==> src/rtl/core_types_pkg.sv <==
// Shared core types for the store-set update path.
// Provides the ssu_update_t payload, the update-source count and the
// index constants naming each source, plus the default input buffer depth.
package core_types_pkg;

  localparam int unsigned MDPT_INFO_WIDTH          = 8;
  localparam int unsigned LOG_ROB_ENTRIES          = 7;
  localparam int unsigned SSU_UPDATE_REQUESTERS    = 6;
  localparam int unsigned SSU_INPUT_BUFFER_ENTRIES = 4;

  // Source index order seen by the update arbiter
  localparam int unsigned SSU_SRC_LDU_CQ_CAM        = 0;
  localparam int unsigned SSU_SRC_LDU_MQ_CAM        = 1;
  localparam int unsigned SSU_SRC_LDU_CQ_COMMIT     = 2;
  localparam int unsigned SSU_SRC_STAMOFU_CQ_CAM0   = 3;
  localparam int unsigned SSU_SRC_STAMOFU_CQ_CAM1   = 4;
  localparam int unsigned SSU_SRC_STAMOFU_CQ_COMMIT = 5;

  // Commit sources carry the committing op in ld_* with is_dep=0;
  // stamo_* is opaque pass-through for them.
  typedef struct packed {
    logic                       is_dep;
    logic [MDPT_INFO_WIDTH-1:0] ld_mdp_info;
    logic [LOG_ROB_ENTRIES-1:0] ld_ROB_index;
    logic [MDPT_INFO_WIDTH-1:0] stamo_mdp_info;
    logic [LOG_ROB_ENTRIES-1:0] stamo_ROB_index;
  } ssu_update_t;

endpackage

==> src/rtl/ssu_update_fifo.sv <==
// Single-source update FIFO; caller gates enq_i so it never writes when
// full unless deq_i is asserted in the same cycle.
// Ports: CLK, nRST (async active-low), enq_i/enq_data_i write side,
// deq_i pop (only when non-empty), full_o/empty_o status, head_o oldest entry.
module ssu_update_fifo
  import core_types_pkg::*;
#(
  parameter int unsigned ENTRIES = SSU_INPUT_BUFFER_ENTRIES
) (
  input  logic        CLK,
  input  logic        nRST,
  input  logic        enq_i,
  input  ssu_update_t enq_data_i,
  input  logic        deq_i,
  output logic        full_o,
  output logic        empty_o,
  output ssu_update_t head_o
);

  localparam int unsigned PTR_W = $clog2(ENTRIES);
  localparam int unsigned CNT_W = PTR_W + 1;

  ssu_update_t      mem_q [ENTRIES];
  logic [PTR_W-1:0] rptr_q, rptr_d;
  logic [PTR_W-1:0] wptr_q, wptr_d;
  logic [CNT_W-1:0] count_q, count_d;

  // Pointer/count next state; pointers wrap naturally at a power-of-2 depth
  always_comb begin
    rptr_d  = rptr_q;
    wptr_d  = wptr_q;
    count_d = count_q;
    if (enq_i) wptr_d = wptr_q + PTR_W'(1);
    if (deq_i) rptr_d = rptr_q + PTR_W'(1);
    case ({enq_i, deq_i})
      2'b10:   count_d = count_q + CNT_W'(1);
      2'b01:   count_d = count_q - CNT_W'(1);
      default: count_d = count_q;
    endcase
  end

  always_ff @(posedge CLK or negedge nRST) begin
    if (!nRST) begin
      rptr_q  <= '0;
      wptr_q  <= '0;
      count_q <= '0;
    end else begin
      rptr_q  <= rptr_d;
      wptr_q  <= wptr_d;
      count_q <= count_d;
    end
  end

  // Storage needs no reset: an empty count masks stale contents
  always_ff @(posedge CLK) begin
    if (enq_i) mem_q[wptr_q] <= enq_data_i;
  end

  assign full_o  = (count_q == CNT_W'(ENTRIES));
  assign empty_o = (count_q == '0);
  assign head_o  = mem_q[rptr_q];

endmodule

==> src/rtl/ssu_update_arbiter.sv <==
// Funnels the memory-dependence update sources into one registered
// valid/ready stream for the store-set table stage. Each source has a small
// FIFO; overflow is dropped and counted rather than back-pressured.
// Ports: CLK, nRST (async active-low); req_valid/req_update per source;
// out_valid/out_ready/out_update/out_src granted stream; drop_pulse per-source
// one-cycle drop flag; drop_count saturating total of dropped updates.
module ssu_update_arbiter
  import core_types_pkg::*;
#(
  parameter int unsigned REQUESTER_COUNT  = SSU_UPDATE_REQUESTERS,
  parameter int unsigned FIFO_ENTRIES     = SSU_INPUT_BUFFER_ENTRIES,
  parameter int unsigned DROP_COUNT_WIDTH = 16
) (
  input  logic                                 CLK,
  input  logic                                 nRST,
  input  logic [REQUESTER_COUNT-1:0]           req_valid,
  input  ssu_update_t [REQUESTER_COUNT-1:0]    req_update,
  output logic                                 out_valid,
  input  logic                                 out_ready,
  output ssu_update_t                          out_update,
  output logic [$clog2(REQUESTER_COUNT)-1:0]   out_src,
  output logic [REQUESTER_COUNT-1:0]           drop_pulse,
  output logic [DROP_COUNT_WIDTH-1:0]          drop_count
);

  localparam int unsigned SRC_W = $clog2(REQUESTER_COUNT);
  localparam int unsigned CNT_W = $clog2(REQUESTER_COUNT + 1);
  localparam int unsigned SUM_W = DROP_COUNT_WIDTH + 1;

  logic [REQUESTER_COUNT-1:0] fifo_full, fifo_empty;
  logic [REQUESTER_COUNT-1:0] enq, deq, drop;
  ssu_update_t                fifo_head [REQUESTER_COUNT];

  logic                        load, grant_found, grant;
  logic [SRC_W-1:0]            grant_idx;
  logic [CNT_W-1:0]            drop_num;
  logic [SUM_W-1:0]            drop_sum;

  logic                        out_valid_q, out_valid_d;
  ssu_update_t                 out_update_q, out_update_d;
  logic [SRC_W-1:0]            out_src_q, out_src_d;
  logic [SRC_W-1:0]            rr_ptr_q, rr_ptr_d;
  logic [REQUESTER_COUNT-1:0]  drop_pulse_q, drop_pulse_d;
  logic [DROP_COUNT_WIDTH-1:0] drop_count_q, drop_count_d;

  for (genvar g = 0; g < REQUESTER_COUNT; g++) begin : g_fifo
    ssu_update_fifo #(.ENTRIES(FIFO_ENTRIES)) u_fifo (
      .CLK        (CLK),
      .nRST       (nRST),
      .enq_i      (enq[g]),
      .enq_data_i (req_update[g]),
      .deq_i      (deq[g]),
      .full_o     (fifo_full[g]),
      .empty_o    (fifo_empty[g]),
      .head_o     (fifo_head[g])
    );
  end

  // Round-robin search over current heads, starting just after rr_ptr
  always_comb begin
    logic [SRC_W-1:0] cand;
    cand        = '0;
    grant_found = 1'b0;
    grant_idx   = '0;
    for (int unsigned k = 1; k <= REQUESTER_COUNT; k++) begin
      cand = SRC_W'((32'(rr_ptr_q) + k) % REQUESTER_COUNT);
      if (!grant_found && !fifo_empty[cand]) begin
        grant_found = 1'b1;
        grant_idx   = cand;
      end
    end
  end

  // Pop/push/drop decisions; a full FIFO still accepts when popped this cycle
  always_comb begin
    load  = ~out_valid_q | out_ready;
    grant = load & grant_found;
    deq   = '0;
    if (grant) deq[grant_idx] = 1'b1;
    enq   = req_valid & (~fifo_full | deq);
    drop  = req_valid & ~enq;
  end

  // Output register, pointer and drop accounting next state
  always_comb begin
    out_valid_d  = out_valid_q;
    out_update_d = out_update_q;
    out_src_d    = out_src_q;
    rr_ptr_d     = rr_ptr_q;
    drop_pulse_d = drop;
    drop_num     = '0;
    for (int unsigned i = 0; i < REQUESTER_COUNT; i++) begin
      drop_num = drop_num + CNT_W'(drop[i]);
    end
    drop_sum     = SUM_W'(drop_count_q) + SUM_W'(drop_num);
    drop_count_d = drop_sum[DROP_COUNT_WIDTH] ? '1 : drop_sum[DROP_COUNT_WIDTH-1:0];
    if (load) begin
      out_valid_d = grant_found;
      if (grant_found) begin
        out_update_d = fifo_head[grant_idx];
        out_src_d    = grant_idx;
        rr_ptr_d     = grant_idx;
      end
    end
  end

  always_ff @(posedge CLK or negedge nRST) begin
    if (!nRST) begin
      out_valid_q  <= 1'b0;
      out_update_q <= '0;
      out_src_q    <= '0;
      rr_ptr_q     <= SRC_W'(REQUESTER_COUNT - 1);
      drop_pulse_q <= '0;
      drop_count_q <= '0;
    end else begin
      out_valid_q  <= out_valid_d;
      out_update_q <= out_update_d;
      out_src_q    <= out_src_d;
      rr_ptr_q     <= rr_ptr_d;
      drop_pulse_q <= drop_pulse_d;
      drop_count_q <= drop_count_d;
    end
  end

  assign out_valid  = out_valid_q;
  assign out_update = out_update_q;
  assign out_src    = out_src_q;
  assign drop_pulse = drop_pulse_q;
  assign drop_count = drop_count_q;

endmodule

==> config.mk <==
export PLATFORM = sky130hd
export DESIGN_NAME = ssu_update_arbiter
export DESIGN_NICKNAME = d
export VERILOG_FILES = /design/src/rtl/core_types_pkg.sv /design/src/rtl/ssu_update_fifo.sv /design/src/rtl/ssu_update_arbiter.sv
export SDC_FILE = /design/constraint.sdc
export NUM_CORES = 1
export LEC_CHECK = 0
export CAP_MARGIN = 20
export CORE_MARGIN = 4
export CORE_UTILIZATION = 35
export CTS_CLUSTER_DIAMETER = 50
export DETAILED_ROUTE_END_ITERATION = 10
export HOLD_SLACK_MARGIN = 0.1
export SYNTH_ARGS = -nofsm -noshare
export SYNTH_HDL_FRONTEND = slang
export SYNTH_SLANG_ARGS = --single-unit
==> constraint.sdc <==
create_clock -name CLK -period 11.5 [get_ports CLK]
set_input_delay 1.725 -clock CLK [delete_from_list [all_inputs] [get_ports CLK]]
set_output_delay 1.725 -clock CLK [all_outputs]
set_load 0.01 [all_outputs]
Yosys cells after proc, flatten, opt, wreduce, memory -nomap -nowiden. Memories as Yosys holds them, arrays and structs flattened. Index checks and enable logic that the tools add are counted.

Bits in registers: 102. RAM bits: 744. Input port bits: 195. Output and inout port bits: 57. Word-level logic and storage cells: 189. Memories: 6.

$add $sub $neg: 36. Divide/modulo/power cells: 6. Magnitude comparators: 9. Equality and inequality tests: 18. Muxes and demuxes: 49. Bitwise operators: 9. Reduce and logical (&&, ||, !) cells: 28.

Memory list: g_fifo[0].u_fifo.mem_q (words 4, bits a word 31, read ports 1, clocked after memory_dff 0, wr ports 1, RTL line ssu_update_fifo.sv:23) `ssu_update_t mem_q [ENTRIES];`; g_fifo[1].u_fifo.mem_q (words 4, bits a word 31, read ports 1, clocked after memory_dff 0, wr ports 1, RTL line ssu_update_fifo.sv:23); g_fifo[2].u_fifo.mem_q (words 4, bits a word 31, read ports 1, clocked after memory_dff 0, wr ports 1, RTL line ssu_update_fifo.sv:23); g_fifo[3].u_fifo.mem_q (words 4, bits a word 31, read ports 1, clocked after memory_dff 0, wr ports 1, RTL line ssu_update_fifo.sv:23); g_fifo[4].u_fifo.mem_q (words 4, bits a word 31, read ports 1, clocked after memory_dff 0, wr ports 1, RTL line ssu_update_fifo.sv:23); g_fifo[5].u_fifo.mem_q (words 4, bits a word 31, read ports 1, clocked after memory_dff 0, wr ports 1, RTL line ssu_update_fifo.sv:23).

Operator list (count): 32-bit by 3-bit remainder unit with 32-bit output, second input constant (6); 31-bit binary-select mux with 3-bit select (1); 31-bit two-way mux (2); 3-bit one-hot mux with 2 select lines (6); 3-bit by 4-bit less-than comparator with 1-bit output, second input constant (7); 1-bit two-way mux (25); 2-bit by 1-bit adder with 2-bit output, second input constant (12); 3-bit by 1-bit adder with 3-bit output, second input constant (6); 1-bit binary-select mux with 3-bit select (6); 3-bit == test, second input constant (6); 3-bit logical NOT (6); 3-bit two-way mux (6); 3-bit by 1-bit subtractor with 3-bit output, second input constant (6); 16-bit by 3-bit adder with 17-bit output (1); 16-bit two-way mux (1); 3-bit by 3-bit adder with 4-bit output, second input constant (3); 6-bit bitwise AND (2); 2-bit by 1-bit == test with 1-bit output, second input constant (6); 2-bit == test, second input constant (6); 6-bit inverter (2); 2-bit nonzero test (6); 3-bit by 1-bit adder with 3-bit output (3); 1-bit logical NOT (9); 3-bit by 2-bit adder with 4-bit output, second input constant (2); 14 further kinds (19).

Depth between registers and ports, before layout. Gate-level depths: netlist of the first run.

Word-level depth: 35. Gate-level depth with buffers: 30. Mapped depth without buffers: 27.

Cells and area by module. Synthesis of the first run repeated with hierarchy kept, for this count alone.

Cells, all modules: 1727. Area total of the unflattened synthesis: 34704.5 µm².

By module, submodules not included: ssu_update_fifo at g_fifo[0].u_fifo ... (times used 4, cells an instance 199, area each 4913.5 µm², sequential area each 3898.7 µm²); ssu_update_fifo at g_fifo[1].u_fifo ... (times used 2, cells an instance 198, area each 4914.7 µm², sequential area each 3898.7 µm²); ssu_update_arbiter (times used 1, cells an instance 535, area each 5221.3 µm², sequential area each 1478.9 µm²).

Worst setup path before layout of the first run. Ideal clock, no wire load.

Kind: flip-flop to flip-flop. Start point: register rr_ptr_q[2]. End point: register drop_count_q[10] (netlist: drop_count[10]). Setup time: 68 ps. Arrival time: 6701 ps. Data required time: 11432 ps. Path slack: 4732 ps. Stages on the path, launching flop included: 30. Path buffers: 4. Period minus slack after synthesis: 6768 ps. Cell sequence: dfstp_2 inv_1 ha_1 clkbuf_1 nand2_1 nand2_1 ha_1 nand3b_1 and3_1 nor4_1 nand3_1 o21a_1 o41a_1 buf_2 o211a_1 buf_2 nand3_1 nand3_1 fa_1 inv_1 fa_1 inv_1 fa_1 fa_1 inv_1 a21o_1 nand3_1 or3_1 clkbuf_1 nand2_1.

Word-level cells in the longest chain between the ends: 35. Elaborated cells between the ends (all ways): 68. Classes of those cells: add/sub: 12; div: 6; order compare: 2; mux: 28; bitwise: 5; reduce/logical: 15.

Ends and longest elaborated chain: start, declared (RTL line ssu_update_arbiter.sv:42) `logic [SRC_W-1:0] rr_ptr_q, rr_ptr_d;`; start signal, assigned (RTL line ssu_update_arbiter.sv:112) `rr_ptr_q <= SRC_W'(REQUESTER_COUNT - 1);`; start signal, assigned (RTL line ssu_update_arbiter.sv:119) `rr_ptr_q <= rr_ptr_d;`; 3-bit by 2-bit adder with 4-bit output (RTL line ssu_update_arbiter.sv:66) `cand = SRC_W'((32'(rr_ptr_q) + k) % REQUESTER_COUNT);`; 32-bit by 3-bit remainder unit with 32-bit output (RTL line ssu_update_arbiter.sv:66); 1-bit binary-select mux with 3-bit select (RTL line ssu_update_arbiter.sv:67) `if (!grant_found && !fifo_empty[cand]) begin`; 1-bit two-way mux (not written as such) (RTL line ssu_update_arbiter.sv:67); 1-bit logical NOT (RTL line ssu_update_arbiter.sv:67); 1-bit logical AND (RTL line ssu_update_arbiter.sv:67); 1-bit two-way mux (RTL line ssu_update_arbiter.sv:67); 1-bit logical NOT (RTL line ssu_update_arbiter.sv:67); [19 not listed]; 6-bit bitwise AND * (RTL line ssu_update_arbiter.sv:81) `drop = req_valid & ~enq;`; 1-bit by 1-bit adder with 2-bit output (RTL line ssu_update_arbiter.sv:93) `drop_num = drop_num + CNT_W'(drop[i]);`; 2-bit by 1-bit adder with 3-bit output (RTL line ssu_update_arbiter.sv:93); 3-bit by 1-bit adder with 3-bit output (2 in a row) (RTL line ssu_update_arbiter.sv:93); 3-bit by 1-bit adder with 3-bit output * (RTL line ssu_update_arbiter.sv:93); 16-bit by 3-bit adder with 17-bit output * (RTL line ssu_update_arbiter.sv:95) `drop_sum = SUM_W'(drop_count_q) + SUM_W'(drop_num);`; 16-bit two-way mux * (RTL line ssu_update_arbiter.sv:96) `drop_count_d = drop_sum[DROP_COUNT_WIDTH] ? '1 : drop_sum[DROP_COUNT_WIDTH-1:0];`; net drop_count_d[10] (RTL line ssu_update_arbiter.sv:44) `logic [DROP_COUNT_WIDTH-1:0] drop_count_q, drop_count_d;`; end signal, assigned (RTL line ssu_update_arbiter.sv:121) `drop_count_q <= drop_count_d;`; end, declared (RTL line ssu_update_arbiter.sv:44).

The timed path passes the listed nets; every way through them passes the cells marked *. The select of a mux whose other input is x is not followed. A chain may end at the register's enable or synchronous reset.

Worst setup path in the final report of the first run.
Start point: register rr_ptr_q[0]. End point: register drop_count_q[1] (netlist: drop_count[1]).

Same word-level chain as after synthesis.

==> reports/metrics.cfg, run 1 <==
[floorplan]
die_h_um = 324
rows = 115
start_util_pct = 35.4
dieArea_mm2 = 0.105
die_w_um = 324
num_io_pins = 252
core_mm2 = 0.0987

[setup_path]
path_depth = 26
crit_arrival_ns = 9.08
slowest_delay_ns = 0.86
rr_startpoint = rr_ptr_q[0]$_DFFE_PN1N_
crit_family = simple AND/OR/NAND/NOR gates
r2r_cells = 26
cp-start-kind = register
cp_slowest_cell = dfstp_2
cp-startpoint = rr_ptr_q[0]$_DFFE_PN1N_
cp_max_fo = 66
critPathCapture = drop_count[1]$_DFF_PN0_
cp-end-kind = register
critPathKind = reg2reg
regToRegSetupSlack_ns = 3.01
timing.rr.end = drop_count[1]$_DFF_PN0_
cp.required_ns = 12.09
crit_buf_inv = 6
cp_common_cell = fa_1

[flow_run]
drv_cap = 0

[logic_synthesis]
synth.distinct_cells = 75
synthArstFlopShare_pct = 12.0
synth_top_area_share_pct = 64.0
synth_commonest_cells = 744 x edfxtp_1, 188 x mux4_2, 99 x dfrtp_1
ys.flop_type = edfxtp_1
synthTopCellsByArea = edfxtp_1 64%, mux4_2 12%, dfrtp_1 7.1%, ha_1 1.5%, a211oi_1 1.4%
ys_seq_elements = 845
synth_cells = 1926
yosysTopAreaCell = edfxtp_1
syn_area_mm2 = 0.0349
synth_seq_area_share_pct = 71.2
ys_warn_count = 0
synth_edf_count = 744
avgSynthCellArea_um2 = 18.1
synth.most_common_cell = edfxtp_1
syn_nets = 2174

[sta]
finalCriticalPeriod_ns = 8.49
setup_viol = 0
holdWs_ns = 0.485
max_freq_mhz = 118
rsz0062_at_grt = no
maxSlewViolCount = 0
worst_pin_slew_ns = 1.03
skew_ns = 0.0374
relSlewSlack_pct = 29.7
hold_viol = 0
tns_ns = 0
period_share_pct = 73.8

[status]
status = completed

[clock_network]
post_cts_resized = 0
cts_made_buffers = 101
postCtsSetupRepairBufs = 0
clockBufferDepth = 3
ctsRootBufferMaster = clkbuf_16
cts_sinks = 845
clkLatencyLatePin_ns = 0.67
cts_tree = yes
postCtsHoldBufs = 0
clkTransAtPathRegs_ns = 0.06
htreeDepth = 3

[route]
drt.antenna.violating_nets = 0
drtIter0Drc = 1659
routed-via-count = 19000
drc = 0
drt-wirelength-per-cell_um = 26.1
vias_per_cell = 5.31
wirelength_mm = 93.5
dr.pass1.iters = 6

[final_layout]
areaGrowthSynthToFinish_pct = 21.2
nNetsFinal = 2458
drive_gt1_share_pct = 19.2
num-fill-cells = 8639
fin_area_mm2 = 0.0423

[pwr]
powerDensity_mw_per_mm2 = 318
p_total_uw = 13400
peakVddDrop_mv = 0.387
leakage_uw = 0.0145

[grt]
grt_max_degree = 67
grt_pass1_vias = 19500
grt_overflow = 0
grt_antenna_before_repair = 10
grt_first_pass_wirelength_mm = 135
grt_usage_pct = 17.8

[place]
gp_congestion = 0.907
placed_cell_area_mm2 = 0.0390
io_buffers = 251
place_hpwl_mm = 64.6

[hold_path]
min_path_type = reg2reg

[per-stage QoR]
stage	util, %	worst slack [ns]	instances
3_5_place_dp	39.5	3.19	3394
3_3_place_gp	39.5	3.30	3394
2_1_floorplan	-	4.73	1926
5_1_grt	42.9	2.40	3581
4_1_cts	42.9	3.17	3581
6_report	42.9	3.01	3583
[kinds of logic after synthesis]
kind of cell	Yosys count	share of synthesized area [%]
adder cells (fa/ha/maj)	53	2.11
AO/OA/AOI/OAI	276	5.73
buffers and inverters	166	1.89
multiplexers	224	13.2
XOR/XNOR	44	1.13
AND/OR/NAND/NOR	318	4.75
flip-flops	845	71.2
[worst reg2reg max path, delay by kind of cell (launching register included)]
kind                       cells  cell delay, ns
and+or+nand+nor               10            2.67
adders and majority gates      6            2.59
buffers and inverters          6            1.15
DFF                            1            0.86
AOI/OAI and AO/OA              3            0.79
xor gates and xnor gates       1            0.34
[area by class of cell]
type	instances	area [um^2]	area share, %
Sequential cell	845	24900	58.8
Clock inverter	73	714	1.69
Timing Repair Buffer	296	2850	6.73
Clock buffer	114	2620	6.19
Multi-Input combinational cell	915	9450	22.3
Inverter	51	191	0.452
Antenna cell	2	5.00	0.0118
Tap cell	1287	1610	3.81
[where the power goes]
group          switching (uW)  internal, uW
logic                    3680          2080
clock network            1280          1820
registers                 460          4120
[sequential cells by signal, indices dropped and copies added (netlist names)]
register / count
g_fifo.u_fifo.mem_q: 744
out_update: 31
g_fifo.u_fifo.count_q: 18
drop_count: 16
g_fifo.u_fifo.rptr_q: 12
g_fifo.u_fifo.wptr_q: 12
drop_pulse: 6
out_src: 3
rr_ptr_q: 2
out_valid: 1
[worst min path at each step]
stage	from	cells after the start	slack [ns]	endpoint
after floorplan	g_fifo[1].u_fifo.count_q[2]$_DFFE_PN0P_	1	0.46	g_fifo[1].u_fifo.count_q[2]$_DFFE_PN0P_
after global placement	g_fifo[3].u_fifo.count_q[2]$_DFFE_PN0P_	1	0.47	g_fifo[3].u_fifo.count_q[2]$_DFFE_PN0P_
after detailed placement	g_fifo[1].u_fifo.count_q[2]$_DFFE_PN0P_	1	0.47	g_fifo[1].u_fifo.count_q[2]$_DFFE_PN0P_
after CTS	g_fifo[1].u_fifo.count_q[2]$_DFFE_PN0P_	1	0.48	g_fifo[1].u_fifo.count_q[2]$_DFFE_PN0P_
after global routing	g_fifo[1].u_fifo.count_q[2]$_DFFE_PN0P_	1	0.50	g_fifo[1].u_fifo.count_q[2]$_DFFE_PN0P_
final	g_fifo[1].u_fifo.count_q[2]$_DFFE_PN0P_	1	0.49	g_fifo[1].u_fifo.count_q[2]$_DFFE_PN0P_
[layout by cell type, fill, tap and decap left out, drive strengths merged, types with 29 or more instances in the layout]
master	instances
xor2	29
buf	46
a211oi	63
a22oi	32
clkdlybuf4s50	250
a211o	32
mux4	188
nand2	89
edfxtp	744
dfrtp	99
clkbuf	114
ha	43
nand3	55
clkinv	47
nor2	42
and2	35
o21ai	48
mux2i	35
inv	64
[routing by layer]
metal / GRT usage [%] / wire, um / up-vias
met5: 0 / 48 / -
met1: 22.3 / 36500 / 9856
met2: 30.1 / 46700 / 666
li1: - / - / 8369
met4: 6.40 / 3250 / 8
met3: 4.64 / 7040 / 138
Note: power is estimated with default switching activity, not from simulation.
==> run 2, diff against run 1 <==
- clock period: 11.5 -> 7.6 ns (I/O delays scaled with it)
==> run 2 against run 1 <==
  * Sequential share of layout area decreased by 0.070 points
  * Core utilization increased by 0.051 points
  * Count of clock-buffer cells in the layout increased by 20
  * Global-route usage increased by 0.47 points
  * Clock power increased by 49%
  * Non-clock buffer count increased by 11
  * Worst setup slack got worse by 2.6 ns
  * Critical endpoint is now drop_count[10]$_DFF_PN0_
==> reports/metrics.cfg, run 2 (synthesis gave the netlist of run 1 again) <==
[floorplan]
core_mm2 = 0.0987
start_util_pct = 35.4
num_io_pins = 252
rows = 115
die_h_um = 324
die_w_um = 324
dieArea_mm2 = 0.105

[clock_network]
clockBufferDepth = 3
htreeDepth = 3
cts_tree = yes
clkTransAtPathRegs_ns = 0.06
postCtsSetupRepairBufs = 0
cts_sinks = 845
clkLatencyLatePin_ns = 0.67
post_cts_resized = 0
postCtsHoldBufs = 0
ctsRootBufferMaster = clkbuf_16
cts_made_buffers = 100

[pwr]
p_total_uw = 20500
powerDensity_mw_per_mm2 = 483
leakage_uw = 0.0145
peakVddDrop_mv = 0.514

[route]
dr.pass1.iters = 5
wirelength_mm = 95.3
drt-wirelength-per-cell_um = 26.5
drt.antenna.violating_nets = 0
drc = 0
vias_per_cell = 5.29
drtIter0Drc = 1561
routed-via-count = 19000

[place]
io_buffers = 251
gp_congestion = 0.856
place_hpwl_mm = 65.7
placed_cells = 3405
dp_slack_ns = 0.311

[final_layout]
drive_gt1_share_pct = 19.4
layout_common_cells = 744 x edfxtp_1, 250 x clkdlybuf4s50_1, 188 x mux4_2
largest_reg_flops = 744
areaGrowthSynthToFinish_pct = 21.3
nNetsFinal = 2468
regMostFlops = g_fifo.u_fifo.mem_q
final_common_cell = edfxtp_1
fin_cells = 3595

[grt]
grt_overflow = 0
grt_first_pass_wirelength_mm = 138
grt_max_degree = 66
grt_pass1_vias = 19900
grt_usage_pct = 18.3
grt_antenna_before_repair = 15

[sta]
tns_ns = 0
relSlewSlack_pct = 33.4
setup_ws_ns = 0.386
hold_viol = 0
maxSlewViolCount = 0
setup_viol = 0
max_freq_mhz = 139
finalCriticalPeriod_ns = 7.21
skew_ns = 0.0388
worst_pin_slew_ns = 1.00
period_share_pct = 94.9
rsz0062_at_grt = no

[setup_path]
cp_slowest_cell = dfstp_2
crit_buf_inv = 6
crit_arrival_ns = 7.80
slowest_delay_ns = 0.53
cp_common_cell = inv_1
crit_family = adder cells
cp.required_ns = 8.18
critPathKind = reg2reg
cp-end-kind = register
cp-start-kind = register
cp_max_fo = 24

[status]
status = completed

[flow_run]
drv_cap = 0

[hold_path]
min_path_type = reg2reg

run 2: cell types whose count changed in the layout (fill, tap and decap cells not counted), moves of 3 or more:
cell | before | now
buf_4 | 46 | 57
clkinv_4 | 5 | 1
clkinv_2 | 18 | 13
clkinv_1 | 18 | 9
clkbuf_1 | 10 | 29
diode_2 | 2 | 5
run 2: cell type report:
type / count / area, um^2
sequential: 845 / 24900
fill: 8644 / 56300
clock inverter: 51 / 537
multi-input combinational: 915 / 9490
inverter: 51 / 191
clock buffer: 134 / 2710
tap: 1287 / 1610
timing repair buffer: 307 / 2930
antenna: 5 / 12.5
run 2: worst paths after layout:
path | startpoint | cells past startpoint | end | slack (ns)
hold reg to reg | g_fifo[5].u_fifo.rptr_q[0]$_DFFE_PN0P_ | 1 | g_fifo[5].u_fifo.rptr_q[0]$_DFFE_PN0P_ | 0.48
min in group asynchronous | nRST | 1 | out_update[9]$_DFFE_PN0N_ | 0.49
setup / recovery | rr_ptr_q[0]$_DFFE_PN1N_ | 25 | drop_count[10]$_DFF_PN0_ | 0.39
hold / removal | g_fifo[5].u_fifo.rptr_q[0]$_DFFE_PN0P_ | 1 | g_fifo[5].u_fifo.rptr_q[0]$_DFFE_PN0P_ | 0.48
setup reg to reg | rr_ptr_q[0]$_DFFE_PN1N_ | 25 | drop_count[10]$_DFF_PN0_ | 0.39
max in group asynchronous | nRST | 2 | g_fifo[5].u_fifo.rptr_q[1]$_DFFE_PN0P_ | 5.76
run 2: stage by stage:
stage	utilization, %	hold slack (ns)	cell area, um^2
6_report	42.9	0.476	42400
5_1_grt	42.9	0.498	42400
4_1_cts	42.9	0.469	42300
3_5_place_dp	39.6	0.473	39100
3_3_place_gp	39.6	0.473	39100
2_1_floorplan	-	0.456	34900
run 2: metal layers:
| metal | GRT usage [%] | share of wire [%] |
|---|---|---|
| met1 | 23.0 | 39 |
| met2 | 30.9 | 50 |
| met3 | 4.90 | 7.1 |
| met4 | 6.10 | 3.5 |
| met5 | 0 | 0.10 |
run 2: worst register-to-register path, stage by stage (launching register included):
cell and delay [ns]:
dfstp_2 0.53, buf_4 0.30, inv_1 0.22, ha_2 0.23, xnor2_2 0.29, ha_1 0.29, inv_1 0.09, a311oi_2 0.16
nor3_2 0.17, or3b_4 0.43, a21o_1 0.26, o41a_1 0.44, o211a_1 0.26, a31oi_1 0.25, nand2_1 0.11, fa_1 0.52
inv_1 0.05, fa_1 0.48, inv_1 0.05, fa_1 0.46, fa_1 0.43, inv_1 0.08, a21o_1 0.20, nand3_1 0.22
or3_4 0.52, nand2_1 0.10
run 2: power breakdown:
| part | leakage [uW] | switching (uW) | internal, uW |
|---|---|---|---|
| clock network | 0.00156 | 1890 | 2740 |
| registers | 0.00805 | 594 | 6230 |
| logic | 0.00491 | 5820 | 3200 |
